File: config.mk
export PLATFORM = sky130hd
export DESIGN_NAME = cl_thread_state_ctrl_flat
export DESIGN_NICKNAME = d
export VERILOG_FILES = /design/src/rtl/cl_thread_state_ctrl_pkg.sv /design/src/rtl/cl_thread_state_ctrl_if.sv /design/src/rtl/cl_thread_state_ctrl_arb.sv /design/src/rtl/cl_thread_state_ctrl.sv /design/src/flat_wrapper.sv
export SDC_FILE = /design/constraint.sdc
export NUM_CORES = 1
export LEC_CHECK = 0
export CORE_MARGIN = 1
export CORE_UTILIZATION = 28
export DETAILED_ROUTE_END_ITERATION = 7
export PLACE_DENSITY_LB_ADDON = 0.15
export SLEW_MARGIN = 5
export SYNTH_ARGS = -nofsm -noshare
export SYNTH_HDL_FRONTEND = slang
export SYNTH_HIERARCHICAL = 1
export SYNTH_SLANG_ARGS = --single-unit
File: constraint.sdc
create_clock -name clk -period 1.6 [get_ports clk]
set_input_delay 0.4 -clock clk [delete_from_list [all_inputs] [get_ports clk]]
set_output_delay 0.4 -clock clk [all_outputs]
set_load 0.005 [all_outputs]
File: src/rtl/cl_thread_state_ctrl_pkg.sv
`default_nettype none
// ==========================================================================
// cl_thread_state_ctrl_pkg: shared thread-state, instruction and tid types.
// Revision 1.0
// ==========================================================================
package cl_thread_state_ctrl_pkg;

  localparam int MAX_THREADS = 16;

  typedef logic [$clog2(MAX_THREADS)-1:0] tid_t;

  typedef enum logic [1:0] {
    IDLE = 2'd0,
    RUN  = 2'd1,
    ERR  = 2'd2
  } state_e;

  typedef struct packed {
    logic [7:0]  opcode;
    logic [23:0] operand;
  } instruction_s;

  localparam logic [7:0] kWAIT = 8'h5A;

  function automatic logic is_kwait(input instruction_s instr);
    return instr.opcode == kWAIT;
  endfunction

  // A single-thread build still carries a 1-bit id so ports never go zero-width.
  function automatic int tid_width(input int n);
    return (n > 1) ? $clog2(n) : 1;
  endfunction

endpackage
`default_nettype wire

File: src/rtl/cl_thread_state_ctrl_if.sv
`default_nettype none
// ==========================================================================
// cl_thread_state_ctrl_if: decode/network command inputs and thread status.
// Revision 1.0
// ==========================================================================
interface cl_thread_state_ctrl_if
  import cl_thread_state_ctrl_pkg::*;
#(
  parameter int NUM_THREADS = 4
);
  localparam int TID_W = tid_width(NUM_THREADS);

  instruction_s               instruction_i;
  logic                       instr_v_i;
  logic [TID_W-1:0]           instr_tid_i;
  logic                       exception_i;
  logic                       stall_i;
  logic                       net_wake_v_i;
  logic [TID_W-1:0]           net_wake_tid_i;
  logic                       net_clr_v_i;
  logic [TID_W-1:0]           net_clr_tid_i;
  state_e [NUM_THREADS-1:0]   state_o;
  logic [NUM_THREADS-1:0]     run_mask_o;
  logic                       sel_v_o;
  logic [TID_W-1:0]           sel_tid_o;
  logic                       all_idle_o;
  logic                       err_any_o;

  modport master (
    output instruction_i, instr_v_i, instr_tid_i, exception_i, stall_i,
           net_wake_v_i, net_wake_tid_i, net_clr_v_i, net_clr_tid_i,
    input  state_o, run_mask_o, sel_v_o, sel_tid_o, all_idle_o, err_any_o
  );

  modport slave (
    input  instruction_i, instr_v_i, instr_tid_i, exception_i, stall_i,
           net_wake_v_i, net_wake_tid_i, net_clr_v_i, net_clr_tid_i,
    output state_o, run_mask_o, sel_v_o, sel_tid_o, all_idle_o, err_any_o
  );

endinterface
`default_nettype wire

File: src/rtl/cl_thread_state_ctrl_arb.sv
`default_nettype none
// ==========================================================================
// cl_rr_thread_arb: round-robin pick of the first requester at or after ptr.
// Revision 1.0
// ==========================================================================
module cl_rr_thread_arb
  import cl_thread_state_ctrl_pkg::*;
#(
  parameter int NUM_THREADS = 4,
  parameter int TID_W       = tid_width(NUM_THREADS)
) (
  input  logic                   clk,
  input  logic                   reset,
  input  logic [NUM_THREADS-1:0] req_i,
  input  logic                   adv_i,
  output logic                   grant_v_o,
  output logic [TID_W-1:0]       grant_idx_o
);

  logic [TID_W-1:0] ptr_q;
  logic [TID_W-1:0] ptr_d;

  // Scan from the farthest offset down so the nearest requester wins last.
  always_comb begin
    int idx;
    idx         = 0;
    grant_v_o   = 1'b0;
    grant_idx_o = '0;
    for (int i = NUM_THREADS - 1; i >= 0; i--) begin
      idx = int'(ptr_q) + i;
      if (idx >= NUM_THREADS) begin
        idx = idx - NUM_THREADS;
      end
      if (req_i[idx]) begin
        grant_v_o   = 1'b1;
        grant_idx_o = TID_W'(idx);
      end
    end
  end

  always_comb begin
    ptr_d = ptr_q;
    if (grant_v_o && adv_i) begin
      ptr_d = (grant_idx_o == TID_W'(NUM_THREADS - 1)) ? '0 : grant_idx_o + 1'b1;
    end
  end

  always_ff @(posedge clk or posedge reset) begin
    if (reset) begin
      ptr_q <= '0;
    end else begin
      ptr_q <= ptr_d;
    end
  end

endmodule
`default_nettype wire

File: src/rtl/cl_thread_state_ctrl.sv
`default_nettype none
// ==========================================================================
// cl_thread_state_ctrl: per-thread IDLE/RUN/ERR state and round-robin issue.
// Revision 1.0
// ==========================================================================
module cl_thread_state_ctrl
  import cl_thread_state_ctrl_pkg::*;
#(
  parameter int NUM_THREADS = 4,
  parameter bit ERR_CLR_EN  = 1'b1
) (
  input  logic                  clk,
  input  logic                  reset,
  cl_thread_state_ctrl_if.slave bus
);

  localparam int TID_W = tid_width(NUM_THREADS);

  state_e [NUM_THREADS-1:0] state_q;
  state_e [NUM_THREADS-1:0] state_d;
  logic   [NUM_THREADS-1:0] run_mask;
  logic                     kwait;
  logic                     unused_operand;

  assign kwait          = is_kwait(bus.instruction_i);
  assign unused_operand = ^bus.instruction_i.operand;

  for (genvar t = 0; t < NUM_THREADS; t++) begin : g_thread
    logic   act;
    logic   wake;
    logic   clr;
    state_e nxt;

    // Out-of-range tids never match any thread index, so they drop naturally.
    assign act  = bus.instr_v_i & ~bus.stall_i & (bus.instr_tid_i == TID_W'(t));
    assign wake = bus.net_wake_v_i & (bus.net_wake_tid_i == TID_W'(t));
    assign clr  = bus.net_clr_v_i & (bus.net_clr_tid_i == TID_W'(t));

    always_comb begin
      nxt = state_q[t];
      case (state_q[t])
        RUN: begin
          if (act && bus.exception_i) begin
            nxt = ERR;
          end else if (act && kwait) begin
            nxt = wake ? RUN : IDLE;
          end
        end
        IDLE: begin
          if (wake) begin
            nxt = RUN;
          end
        end
        ERR: begin
          if (clr && ERR_CLR_EN) begin
            nxt = IDLE;
          end
        end
        default: nxt = ERR;
      endcase
    end

    assign state_d[t]  = nxt;
    assign run_mask[t] = (state_q[t] == RUN);
  end

  always_ff @(posedge clk or posedge reset) begin
    if (reset) begin
      for (int t = 0; t < NUM_THREADS; t++) begin
        state_q[t] <= IDLE;
      end
    end else begin
      state_q <= state_d;
    end
  end

  always_comb begin
    bus.all_idle_o = 1'b1;
    bus.err_any_o  = 1'b0;
    for (int t = 0; t < NUM_THREADS; t++) begin
      if (state_q[t] != IDLE) begin
        bus.all_idle_o = 1'b0;
      end
      if (state_q[t] == ERR) begin
        bus.err_any_o = 1'b1;
      end
    end
  end

  assign bus.state_o    = state_q;
  assign bus.run_mask_o = run_mask;

  cl_rr_thread_arb #(
    .NUM_THREADS (NUM_THREADS),
    .TID_W       (TID_W)
  ) u_arb (
    .clk         (clk),
    .reset       (reset),
    .req_i       (run_mask),
    .adv_i       (~bus.stall_i),
    .grant_v_o   (bus.sel_v_o),
    .grant_idx_o (bus.sel_tid_o)
  );

endmodule
`default_nettype wire
File: src/flat_wrapper.sv
// flat-port wrapper written by rule: the top's interface ports become plain ports
module cl_thread_state_ctrl_flat import cl_thread_state_ctrl_pkg::*;
#(
  parameter int NUM_THREADS = 4,
  parameter bit ERR_CLR_EN  = 1'b1
)
  (clk, reset, bus_instruction_i, bus_instr_v_i, bus_instr_tid_i, bus_exception_i, bus_stall_i, bus_net_wake_v_i, bus_net_wake_tid_i, bus_net_clr_v_i, bus_net_clr_tid_i, bus_state_o, bus_run_mask_o, bus_sel_v_o, bus_sel_tid_o, bus_all_idle_o, bus_err_any_o);
  cl_thread_state_ctrl_if #(.NUM_THREADS(NUM_THREADS)) bus_i ();
  input  logic clk;
  input  logic reset;
  input wire logic [$bits(bus_i.instruction_i)-1:0] bus_instruction_i;
  input wire logic [$bits(bus_i.instr_v_i)-1:0] bus_instr_v_i;
  input wire logic [$bits(bus_i.instr_tid_i)-1:0] bus_instr_tid_i;
  input wire logic [$bits(bus_i.exception_i)-1:0] bus_exception_i;
  input wire logic [$bits(bus_i.stall_i)-1:0] bus_stall_i;
  input wire logic [$bits(bus_i.net_wake_v_i)-1:0] bus_net_wake_v_i;
  input wire logic [$bits(bus_i.net_wake_tid_i)-1:0] bus_net_wake_tid_i;
  input wire logic [$bits(bus_i.net_clr_v_i)-1:0] bus_net_clr_v_i;
  input wire logic [$bits(bus_i.net_clr_tid_i)-1:0] bus_net_clr_tid_i;
  output wire logic [$bits(bus_i.state_o)-1:0] bus_state_o;
  output wire logic [$bits(bus_i.run_mask_o)-1:0] bus_run_mask_o;
  output wire logic [$bits(bus_i.sel_v_o)-1:0] bus_sel_v_o;
  output wire logic [$bits(bus_i.sel_tid_o)-1:0] bus_sel_tid_o;
  output wire logic [$bits(bus_i.all_idle_o)-1:0] bus_all_idle_o;
  output wire logic [$bits(bus_i.err_any_o)-1:0] bus_err_any_o;
  assign bus_i.instruction_i = bus_instruction_i;
  assign bus_i.instr_v_i = bus_instr_v_i;
  assign bus_i.instr_tid_i = bus_instr_tid_i;
  assign bus_i.exception_i = bus_exception_i;
  assign bus_i.stall_i = bus_stall_i;
  assign bus_i.net_wake_v_i = bus_net_wake_v_i;
  assign bus_i.net_wake_tid_i = bus_net_wake_tid_i;
  assign bus_i.net_clr_v_i = bus_net_clr_v_i;
  assign bus_i.net_clr_tid_i = bus_net_clr_tid_i;
  assign bus_state_o = bus_i.state_o;
  assign bus_run_mask_o = bus_i.run_mask_o;
  assign bus_sel_v_o = bus_i.sel_v_o;
  assign bus_sel_tid_o = bus_i.sel_tid_o;
  assign bus_all_idle_o = bus_i.all_idle_o;
  assign bus_err_any_o = bus_i.err_any_o;
  cl_thread_state_ctrl #(.NUM_THREADS(NUM_THREADS), .ERR_CLR_EN(ERR_CLR_EN)) u_core (.clk(clk), .reset(reset), .bus(bus_i));
endmodule
; After elaboration in Yosys (flattened, before gate mapping)
; Cells that the tools add are included.
[totals]
ff_bits = 10
input_bits = 45
output_inout_bits = 17
wordCells = 147
[classes]
n_addsub = 8
magnitude_cmp = 8
n_eq_ne = 31
mux = 57
bitwise_logic = 14
n_reduce_logical = 24
[op_table]
columns = cell, count
row1 = $lt A32 B4 Y1 const B, 4
row2 = $mux W32, 4
row3 = $mux W2, 21
row4 = $ge A32 B4 Y1 const B, 1
row5 = $sub A32 B4 Y32 const B, 1
row6 = $mux W1, 24
row7 = $pmux W2 S3, 4
row8 = $eq A2 B2 Y1 const B, 11
row9 = $ne A2 B1 Y1 const B, 8
row10 = $eq A2 B1 Y1 const B, 7
row11 = $logic_not A2 Y1, 7
row12 = $and A1 B1 Y1, 13
row13 = $ne A3 B1 Y1 const B, 4
row14 = $reduce_and A3 Y1, 4
row15 = $logic_and A1 B1 Y1, 9
row16 = $bmux W1 S2, 4
row17 = $eq A8 B7 Y1 const B, 1
row18 = $reduce_bool A2 Y1, 4
row19 = $sub A3 B3 Y4 const B, 2
row20 = $add A2 B2 Y3 const B, 2
row21 = $ge A3 B3 Y1 const B, 2
row22 = $sub A2 B3 Y4 const B, 1
row23 = $add A2 B1 Y3 const B, 1
row24 = $ge A2 B3 Y1 const B, 1
row25 = other kinds (2), 2

; Logic depth before layout (Yosys ltp)
; Gate-level depths: netlist (run 1).
[logic_depth]
depth_word = 12
depth_mapped = 7
depth_no_buf = 7

; Hierarchy
; The synthesis (run 1) kept the hierarchy.
[modules_own_cells]
columns = mod, instances, cells_each, area_per_inst_um2, seq_area_each_um2
row1 = cl_thread_state_ctrl, 1, 66, 541.8, 200.2
row2 = cl_rr_thread_arb, 1, 25, 165.2, 50.0

; Worst setup path before layout (run 1)
; OpenSTA, ideal clock, no wires.
[synth_timing]
path_type = register to output
start = register u_core.state_q (netlist bit u_core/bus.state_o[6])
end = output bus_sel_tid_o[0]
arrival_ps = 1323
required_ps = 1200
path_slack_ps = -123
path_stages_with_launch = 6
path_buffers = 0
path_cell_list = dfrtp_1 > nor2b_1 > inv_1 > a22o_1 > a211o_1 > inv_1
[synth_via]
elab_chain_cells = 8
word_cells_on_any_way = 17
cone_classes = eq/ne (1) / mux (16)
[synth_rtl]
columns = element, line
row1 = from (decl), cl_thread_state_ctrl.sv:19  ; state_e [NUM_THREADS-1:0] state_q;
row2 = from (signal assigned), cl_thread_state_ctrl.sv:73  ; state_q <= state_d;
row3 = $eq A2 B1 Y1 (*), cl_thread_state_ctrl.sv:64  ; assign run_mask[t] = (state_q[t] == RUN);
row4 = via bus_run_mask_o[3], flat_wrapper.sv:21  ; output wire logic [$bits(bus_i.run_mask_o)-1:0] bus_run_mask_o;
row5 = $bmux W1 S2, cl_thread_state_ctrl_arb.sv:34  ; if (req_i[idx]) begin
row6 = $mux W1 (implied by the code) (2 in a row), cl_thread_state_ctrl_arb.sv:34
row7 = $mux W2 (3 in a row), cl_thread_state_ctrl_arb.sv:34
row8 = $mux W2 (*), cl_thread_state_ctrl_arb.sv:34
row9 = to (decl), flat_wrapper.sv:23  ; output wire logic [$bits(bus_i.sel_tid_o)-1:0] bus_sel_tid_o;
; The timed path passes the listed nets; every way through them passes the cells marked *. The select of a mux whose other input is x is not followed.

; Worst setup path in the final report (run 1)
[layout_timing]
start = register u_core.state_q (netlist bit u_core/bus.state_o[1])
end = output bus_all_idle_o
[layout_via]
elab_chain_cells = 5
[layout_rtl]
columns = element, line
row1 = $reduce_bool A2 Y1, cl_thread_state_ctrl.sv:81  ; if (state_q[t] != IDLE) begin
row2 = $mux W1 (4 in a row), cl_thread_state_ctrl.sv:81
row3 = to (decl), flat_wrapper.sv:24  ; output wire logic [$bits(bus_i.all_idle_o)-1:0] bus_all_idle_o;
; Every way passes these cells.

==> results of run 1 <==
## layout make-up
class	count	area, µm²	area share [%]
clock buffers	4	36.3	2.04
inverters	11	41.3	2.32
multi-input cells	70	626	35.2
flip-flops and latches	10	251	14.1
well taps	28	35.0	1.97
repair buffers	89	788	44.3
## metrics by stage
| step | setup WS, ns | util, % | cells |
|---|---|---|---|
| after floorplan | 0.00816 | - | 91 |
| after global placement | -0.409 | 58.3 | 185 |
| after detailed placement | -0.438 | 58.3 | 185 |
| after CTS | -0.352 | 69.5 | 206 |
| after global routing | -0.399 | 77.4 | 212 |
| final | -0.331 | 77.4 | 212 |
## state kept, by name (all words and copies together) (netlist names)
register	count
u_core/bus.state_o	8
u_core/u_arb/ptr_q	2
## routing by layer
layer	routed length [µm]	global-route usage, %	up-vias
met5	0	0	-
met4	30	12.3	0
met3	243	2.32	8
met2	1470	40.0	54
met1	1320	27.0	498
li1	-	-	517
## Yosys cell counts, drive strengths merged (2+ instances only)
master / n / area share (%)
nor2: 12 / 6.4
inv: 11 / 5.8
dfrtp: 10 / 35
nand2: 9 / 4.8
o21ai: 9 / 6.4
a21oi: 7 / 5.0
nand2b: 4 / 3.5
nor4bb: 3 / 4.2
nor2b: 2 / 1.8
nor4: 2 / 1.8
o31ai: 2 / 2.1
o32ai: 2 / 2.5
or4: 2 / 2.3
## worst min path at each step
stage | from | end | slack [ns] | cells past startpoint
CTS | reset | u_core/u_arb/ptr_q[1] | 0.30 | 2
global placement | u_core/bus.state_o[1] | u_core/bus.state_o[1] | 0.49 | 2
detailed placement | u_core/bus.state_o[1] | u_core/bus.state_o[1] | 0.51 | 2
global route | reset | u_core/u_arb/ptr_q[0] | 0.31 | 2
floorplan | reset | u_core/u_arb/ptr_q[0] | 0.14 | 1
finish | reset | u_core/u_arb/ptr_q[1] | 0.31 | 2
## logic make-up after synthesis
| logic type | synth area share (%) |
|---|---|
| buffers and inverters | 5.84 |
| and+or+nand+nor | 33.8 |
| DFF | 35.4 |
| AOI/OAI and AO/OA | 23.7 |
| xor gates and xnor gates | 1.24 |
## power by group
part / switching (mW) / internal, mW / leakage, nW
Clock: 0.0848 / 0.138 / 0.0210
Sequential: 0.128 / 0.371 / 0.122
Combinational: 0.942 / 1.46 / 0.683
## what timing repair did
item | in CTS | in global routing
setup endpoints to repair | 20 | 19
setup buffers | 19 | 9
pin swaps | 16 | 13
gates resized for setup | 80 | 39
## critical path: cells and delay by family, from the launching register on
family	cells	cell delay, ns
buf+inv	2	0.26
simple gates	2	0.63
flops	1	0.39
==> impl_metrics.json, run 1 <==
{
  "status": "finished, violations left",
  "violations": "setup timing",
  "critical_path_class": "flop to output pin",
  "drive_above_1_share_pct": 54.9,
  "vias": 1077,
  "ir_drop_mv": 1.53,
  "drtIter0Drc": 19,
  "total_power_mw": 3.13,
  "die_h_um": 52.2,
  "avgSynthCellArea_um2": 7.77,
  "dieArea_um2": 2730,
  "cp_cell_sequence": "buf_4 -> or4_4 -> nor2_2 -> buf_2",
  "ys_seq_area_share_pct": 35.4,
  "post_dp_cell_area_um2": 1340,
  "area_growth_pct": 152,
  "finalHoldWorstSlack_ns": 0.307,
  "ioPinCount": 62,
  "initial_core_util_pct": 30.8,
  "place.gp.congestion": 0.769,
  "fin_skew_ns": 0.00285,
  "clockBufferDepth": 2,
  "endpoint": "bus_all_idle_o",
  "final_cell_mix": "buf_4 (35), buf_6 (21), clkdlybuf4s50_1 (20)",
  "final_common_cell": "buf_4",
  "fp.dieW_um": 52.2,
  "synth-edff-count": 0,
  "port_buffers": 37,
  "drc": 0,
  "dp_hpwl_mm": 1.85,
  "critical_path_arrival_ns": 1.53,
  "leakage_nw": 0.826,
  "grt_start_max_net_pins": 9,
  "drv_slew": 0,
  "critPathMaxStageDelay_ns": 0.52,
  "fin_crit_sh_pct": 121,
  "powerDensity_nw_per_um2": 1760,
  "nets": 230,
  "startpoint_type": "flop",
  "setup_ws_ns": -0.331,
  "grt_setup_unrepaired": "true",
  "r2r-end": "u_core/bus.state_o[0]",
  "crit_fanout": 2,
  "cts.sinks": 10,
  "rr_worst_depth": 5,
  "slew-limit-headroom_pct": 78.7,
  "setup_viol": 7,
  "cts_tree": "yes",
  "htreeDepth": 1,
  "r2r_start": "u_core/bus.state_o[1]",
  "clk_latency_ns": 0.26,
  "period_needed_ns": 1.93,
  "cts_made_buffers": 3,
  "postSynthCellCount": 91,
  "n_fill_cell": 149,
  "rows": 17,
  "tightest_slew_ns": 0.319,
  "slowest_stage": "or4_4",
  "antenna-diode-count": 0,
  "grt_pass1_vias": 1061,
  "crit_path_end_kind": "output pin",
  "fin_area_um2": 1780,
  "grt_usage_pct": 22.8,
  "syn_nets": 136,
  "core_um2": 2300,
  "hold_viol_final": 0,
  "setup_tns_ns": -1.29,
  "wl_mm": 3.06,
  "synthFlopType": "dfrtp_1",
  "ant_nets": 0,
  "antenna_found_initial": 0,
  "fmaxAchievable_mhz": 518,
  "setup.worst_path.start": "u_core/bus.state_o[1]",
  "wl_per_cell_um": 14.4,
  "grt_pass1_wl_mm": 4.52,
  "yosysUniqueCellTypes": 31,
  "async_reset_ff_share_pct": 100,
  "vias_per_cell": 5.08,
  "cap_violations": 0,
  "hp-class": "input port to asynchronous set/reset pin",
  "yosys_warnings": 6,
  "reg2reg_setup_slack_ns": -0.01,
  "first_pass_iters": 4,
  "ys_ff_latch": 10,
  "cts-root-buf": "clkbuf_4",
  "gr-total-overflow": 0,
  "critPathRequiredTime_ns": 1.20,
  "holdBufCountCts": 0,
  "path_clk_slew_ns": 0.07,
  "synthesis.area_um2": 707
}
Note: power is estimated with default switching activity, not from simulation.
==> run 2, diff against run 1 <==
Settings changed: CAP_MARGIN from default to 25.
==> results of run 2 <==
The final DEF is identical to that of run 1; final timing and power are the same.
==> RTL edit 1, RTL diff (flow settings as in run 2) <==
`NUM_THREADS` is set to 4 in 4 places; all go to 2.
--- a/src/rtl/cl_thread_state_ctrl_if.sv
+++ b/src/rtl/cl_thread_state_ctrl_if.sv
@@ -7,5 +7,5 @@
   import cl_thread_state_ctrl_pkg::*;
 #(
-  parameter int NUM_THREADS = 4
+  parameter int NUM_THREADS = 2
 );
   localparam int TID_W = tid_width(NUM_THREADS);
--- a/src/rtl/cl_thread_state_ctrl_arb.sv
+++ b/src/rtl/cl_thread_state_ctrl_arb.sv
@@ -7,5 +7,5 @@
   import cl_thread_state_ctrl_pkg::*;
 #(
-  parameter int NUM_THREADS = 4,
+  parameter int NUM_THREADS = 2,
   parameter int TID_W       = tid_width(NUM_THREADS)
 ) (
--- a/src/rtl/cl_thread_state_ctrl.sv
+++ b/src/rtl/cl_thread_state_ctrl.sv
@@ -7,5 +7,5 @@
   import cl_thread_state_ctrl_pkg::*;
 #(
-  parameter int NUM_THREADS = 4,
+  parameter int NUM_THREADS = 2,
   parameter bit ERR_CLR_EN  = 1'b1
 ) (
--- a/src/flat_wrapper.sv
+++ b/src/flat_wrapper.sv
@@ -2,5 +2,5 @@
 module cl_thread_state_ctrl_flat import cl_thread_state_ctrl_pkg::*;
 #(
-  parameter int NUM_THREADS = 4,
+  parameter int NUM_THREADS = 2,
   parameter bit ERR_CLR_EN  = 1'b1
 )
Interface: changed (6 resized); port bits go from 62 to 52. No check against the original RTL was run, so the function may have changed too.
==> RTL edit 1 against run 2 <==
The run still ends with setup timing left; area after synthesis decreased by 53%; setup slack improved by 0.32 ns; sequential cell count decreased by 5; sequential power decreased by 54%; count of clock-buffer cells in the layout unchanged; cell area decreased by 54%; die area decreased by 51%; highest routed layer is now met3; worst hold slack improved by 0.021 ns; utilization decreased by 4.0 points; routed wire length decreased by 53%; synthesized cell count decreased by 57%; largest cell class unchanged; power decreased by 59%; clock power decreased by 35%.
==> RTL edit 1: results (changes against run 2) <==
largest net degree at the start of global routing = 5 (-4)
final setup vio count = 2 (-5)
Met2 Wirelength = 739 um (-50%)
max reg flops = 4 (-4)
Reg clk slew, reported paths = 0.04 ns (-0.03 ns)
Worst VDD drop = 0.00102 V (-33%)
metal3 WL = 197 um (-19%)
input/output buffers = 27 (-27%)
final worst slack = -0.0118 ns (+0.319 ns)
Async SR Flop Fraction = 100% (unchanged)
worst hold margin = 0.329 ns (+0.0215 ns)
Syn Nets = 81 (-40%)
antenna diode count = 0 (unchanged)
top cells by area, synth = dfrtp_1 (37%), inv_1 (9.0%), and4bb_2 (7.5%), a31oi_1 (5.6%), a41oi_1 (5.2%)
adder-cell area share of the yosys netlist = 0% (unchanged)
worst-path fanout max = 2 (unchanged)
skew final = 0.00130 ns (-0.00155 ns)
Slew @ Worst Pin = 0.248 ns (-0.0709 ns)
Worst R2R Setup Slack = 0.35 ns (+0.36 ns)
worst path arrival time = 1.21 ns (-0.32 ns)
1st-iter DRT viols = 34 (+15)
Synth Area in Compound Gates = 25.1% (+1.4 points)
worst r2r src = u_core/bus.state_o[0]
Via density = 4.95 (-2.6%)
Hold Path Class = in -> async
depth of the CTS H-tree = 1 (unchanged)
R2R depth = 7 (+2)
Yosys cell types = 18 (-42%)
Clock Tree Root = clkbuf_4
Placed Area = 682 sq um (-49%)
uppermost layer routed = met3
syn_area_per_cell = 8.57 sq um (+10%)
Placer Congestion = 0.781 (+1.6%)
global-route wire length before repair = 2.01 mm (-56%)
Post-Route M1 WL = 495 um (-62%)
DRT Pass-1 Iters = 4 (unchanged)
post-DP HPWL = 853 um (-54%)
xor/xnor share of the synthesized area = 0% (-1.2 points)
outcome = complete, but fails checks
Avg WL per Cell = 14.2 um (-1.8%)
initial antenna violation count = 0 (unchanged)
total negative setup slack = -0.0136 ns (+1.28 ns)
most frequent cells after synthesis = inv_1 (8), dfrtp_1 (5), nor2_1 (4)
Nets = 130 (-43%)
final WL = 1.43 mm (-53%)
sequential share of the synthesized area = 37.5% (+2.1 points)
Setup WS pre-CTS = -0.121 ns (+0.317 ns)
slowest cell on the critical path = dfrtp_2
Leakage = 0.397 nW (-52%)
Clock Latency Late Sink = 0.24 ns (-0.02 ns)
Placed Cells = 88 (-52%)
vias in the first global route = 491 (-54%)
failing checks = setup timing
ratio of cells with drive above 1 in the final layout = 39.1% (-16 points)
Top delay family on crit path = flip-flops
longest individual stage delay on the worst path = 0.41 ns (-0.11 ns)
total track usage = 21.5% (-1.3 points)
==> RTL edit 1: kinds of logic after synthesis <==
family          Yosys count
compound gates           12
buf+inv                   8
flops                     5
simple gates             14
==> RTL edit 1: repair_timing <==
action | CTS | global route
gates resized for setup | 33 | 7
buffers inserted | 9 | 2
setup endpoints to repair | 10 | 5
pin swaps | 3 | 4
==> RTL edit 1: cell type report <==
cell class,instances,area (sq um)
fillers,88,295
multi-input cells,26,213
flip-flops and latches,5,126
repair buffers,44,398
clock buffers,4,26.3
inverters,8,35.0
well taps,14,17.5
==> RTL edit 1: per-layer routing <==
layer  global-route usage (%)  vias to the layer above
met5                        0                        -
met4                     8.33                        0
met3                     7.32                        0
met2                     39.7                       34
met1                     21.8                      229
li1                         -                      237
==> RTL edit 1: report_power, final <==
group | total (mW) | switching [mW] | leakage [nW] | internal (mW)
Clock | 0.145 | 0.0509 | 0.0150 | 0.0942
Combinational | 0.901 | 0.363 | 0.322 | 0.538
Sequential | 0.228 | 0.0437 | 0.0595 | 0.184
==> RTL edit 1: how the worst max path moves through the flow <==
stage                     startpoint              to
2_1_floorplan  u_core/bus.state_o[2]   bus_sel_tid_o
3_3_place_gp   u_core/bus.state_o[2]   bus_sel_tid_o
3_5_place_dp   u_core/bus.state_o[2]   bus_sel_tid_o
4_1_cts        u_core/bus.state_o[3]  bus_all_idle_o
5_1_grt        u_core/bus.state_o[1]  bus_all_idle_o
6_report       u_core/bus.state_o[1]  bus_all_idle_o
==> RTL edit 2, RTL diff (settings of run 2) <==
Made on the original files. Make the reset (`reset`) synchronous in 2 clocked blocks.
--- a/src/rtl/cl_thread_state_ctrl_arb.sv
+++ b/src/rtl/cl_thread_state_ctrl_arb.sv
@@ -46,5 +46,5 @@
   end
 
-  always_ff @(posedge clk or posedge reset) begin
+  always_ff @(posedge clk) begin
     if (reset) begin
       ptr_q <= '0;
--- a/src/rtl/cl_thread_state_ctrl.sv
+++ b/src/rtl/cl_thread_state_ctrl.sv
@@ -65,5 +65,5 @@
   end
 
-  always_ff @(posedge clk or posedge reset) begin
+  always_ff @(posedge clk) begin
     if (reset) begin
       for (int t = 0; t < NUM_THREADS; t++) begin
Behaviour: differs if reset is asserted again (counterexample within 4 cycles, from zero or initial values and one cycle with reset high); with reset held inactive, the same outputs for 10 cycles.
==> RTL edit 2 against run 2 <==
The run still ends with setup timing left; setup slack better by 0.11 ns; highest routed layer unchanged; non-clock buffer count down 11; cell area shrank 11%; sequential cell count unchanged; global-route usage down 1.1 points; area after synthesis rose by 0.18%; routed wire length decreased by 8.9%; synthesized cell count down 5.5%; critical endpoint is now bus_sel_tid_o[0]; first-iteration DRC count rose by 11%; critical path type unchanged.
Power is left out: it rests on default switching activity, and per cell area and clock period it moved more than threefold.
==> RTL edit 2: results (changes against run 2) <==
outcome = complete, but fails checks
failing checks = setup timing
sequential share of the synthesized area = 28.3% (-7.1 points)
#MultiIn Comb = 62 (-11%)
skew final = 0.00125 ns (-0.00160 ns)
DRT Pass-1 Iters = 6 (+2)
Slew @ Worst Pin = 0.314 ns (-0.00464 ns)
final worst slack = -0.225 ns (+0.106 ns)
Clock Tree Root = clkbuf_4
post-DP HPWL = 2.09 mm (+13%)
1st-iter DRT viols = 21 (+2)
total track usage = 21.7% (-1.1 points)
Met2 Wirelength = 1.51 mm (+2.6%)
final setup vio count = 4 (-3)
Post-Route M1 WL = 1.12 mm (-15%)
biggest area consumer among synthesized cells = dfxtp_1
Synth Area in Compound Gates = 33.0% (+9.3 points)
clk cell area share = 1.43% (-0.61 points)
fraction of area in multi-input gates = 35.4% (+0.18 points)
# clk buffers = 3 (-1)
Syn Nets = 131 (-3.7%)
Non-clk invs = 14 (+3)
worst-path fanout max = 3 (+1)
metal3 WL = 134 um (-45%)
Placer Congestion = 0.877 (+14%)
initial antenna violation count = 0 (unchanged)
Nets = 214 (-7.0%)
Non-clk bufs = 78 (-12%)
xor/xnor share of the synthesized area = 1.24% (-0.0022 points)
ratio of cells with drive above 1 in the final layout = 49.7% (-5.2 points)
most frequent cells after synthesis = inv_1 (12), dfxtp_1 (10), nor2_1 (8)
vias in the first global route = 1028 (-3.1%)
worst path arrival time = 1.43 ns (-0.10 ns)
Hold Path Class = reg -> reg
Yosys cell types = 38 (+23%)
global-route wire length before repair = 4.27 mm (-5.5%)
Fill cells = 183 (+23%)
final WL = 2.79 mm (-8.9%)
top cells by area, synth = dfxtp_1 (28%), inv_1 (6.4%), nand4bb_1 (4.8%), nor2_1 (4.2%), nand3_1 (3.5%)
number of sequential cells = 10 (unchanged)
largest net degree at the start of global routing = 7 (-2)
mux contribution to synthesized area = 0% (unchanged)
## RTL edit 2: metal layers
| layer | up-vias | global-route usage (%) |
|---|---|---|
| li1 | 499 | - |
| met1 | 482 | 22.4 |
| met2 | 28 | 42.0 |
| met3 | 4 | 5.22 |
| met4 | 0 | 6.58 |
| met5 | - | 0 |
## RTL edit 2: path summary, 6_finish.rpt
check,slack [ns],depth (start not counted),startpoint,endpoint
worst max-delay path,-0.23,5,u_core/bus.state_o[2],bus_sel_tid_o[0]
worst min-delay path,0.63,3,u_core/bus.state_o[2],u_core/bus.state_o[3]
worst max register to register,0.03,8,u_core/bus.state_o[2],u_core/u_arb/ptr_q[1]
worst min register to register,0.63,3,u_core/bus.state_o[2],u_core/bus.state_o[3]
## RTL edit 2: worst max-delay path, cell delays in order, from the launching register on
cell	delay, ns
dfxtp_2	0.34
nor2b_4	0.17
inv_2	0.05
a221o_1	0.34
a21oi_4	0.13
buf_2	0.12
## RTL edit 2: what timing repair did
| item | 4_1_cts | 5_1_grt |
|---|---|---|
| endpoints found under the setup margin | 21 | 12 |
| pin swaps | 10 | 8 |
| gates cloned | 0 | 0 |
| resized for setup | 65 | 18 |
| buffers inserted | 9 | 5 |
## RTL edit 2: kinds of logic after synthesis
kind of cell	Yosys count
and+or+nand+nor	33
AOI/OAI and AO/OA	28
buffers and inverters	14
DFF	10
xor gates and xnor gates	1
## RTL edit 2: stage by stage
stage / std cells / TNS [ns] / worst slack [ns] / cell area [sq um]
finish: 195 / -0.717 / -0.225 / 1580
global route: 195 / -1.19 / -0.288 / 1580
CTS: 192 / -0.832 / -0.223 / 1470
detailed placement: 181 / -2.68 / -0.420 / 1350
global placement: 181 / -2.54 / -0.406 / 1350
floorplan: 86 / 0 / 0.0409 / 717
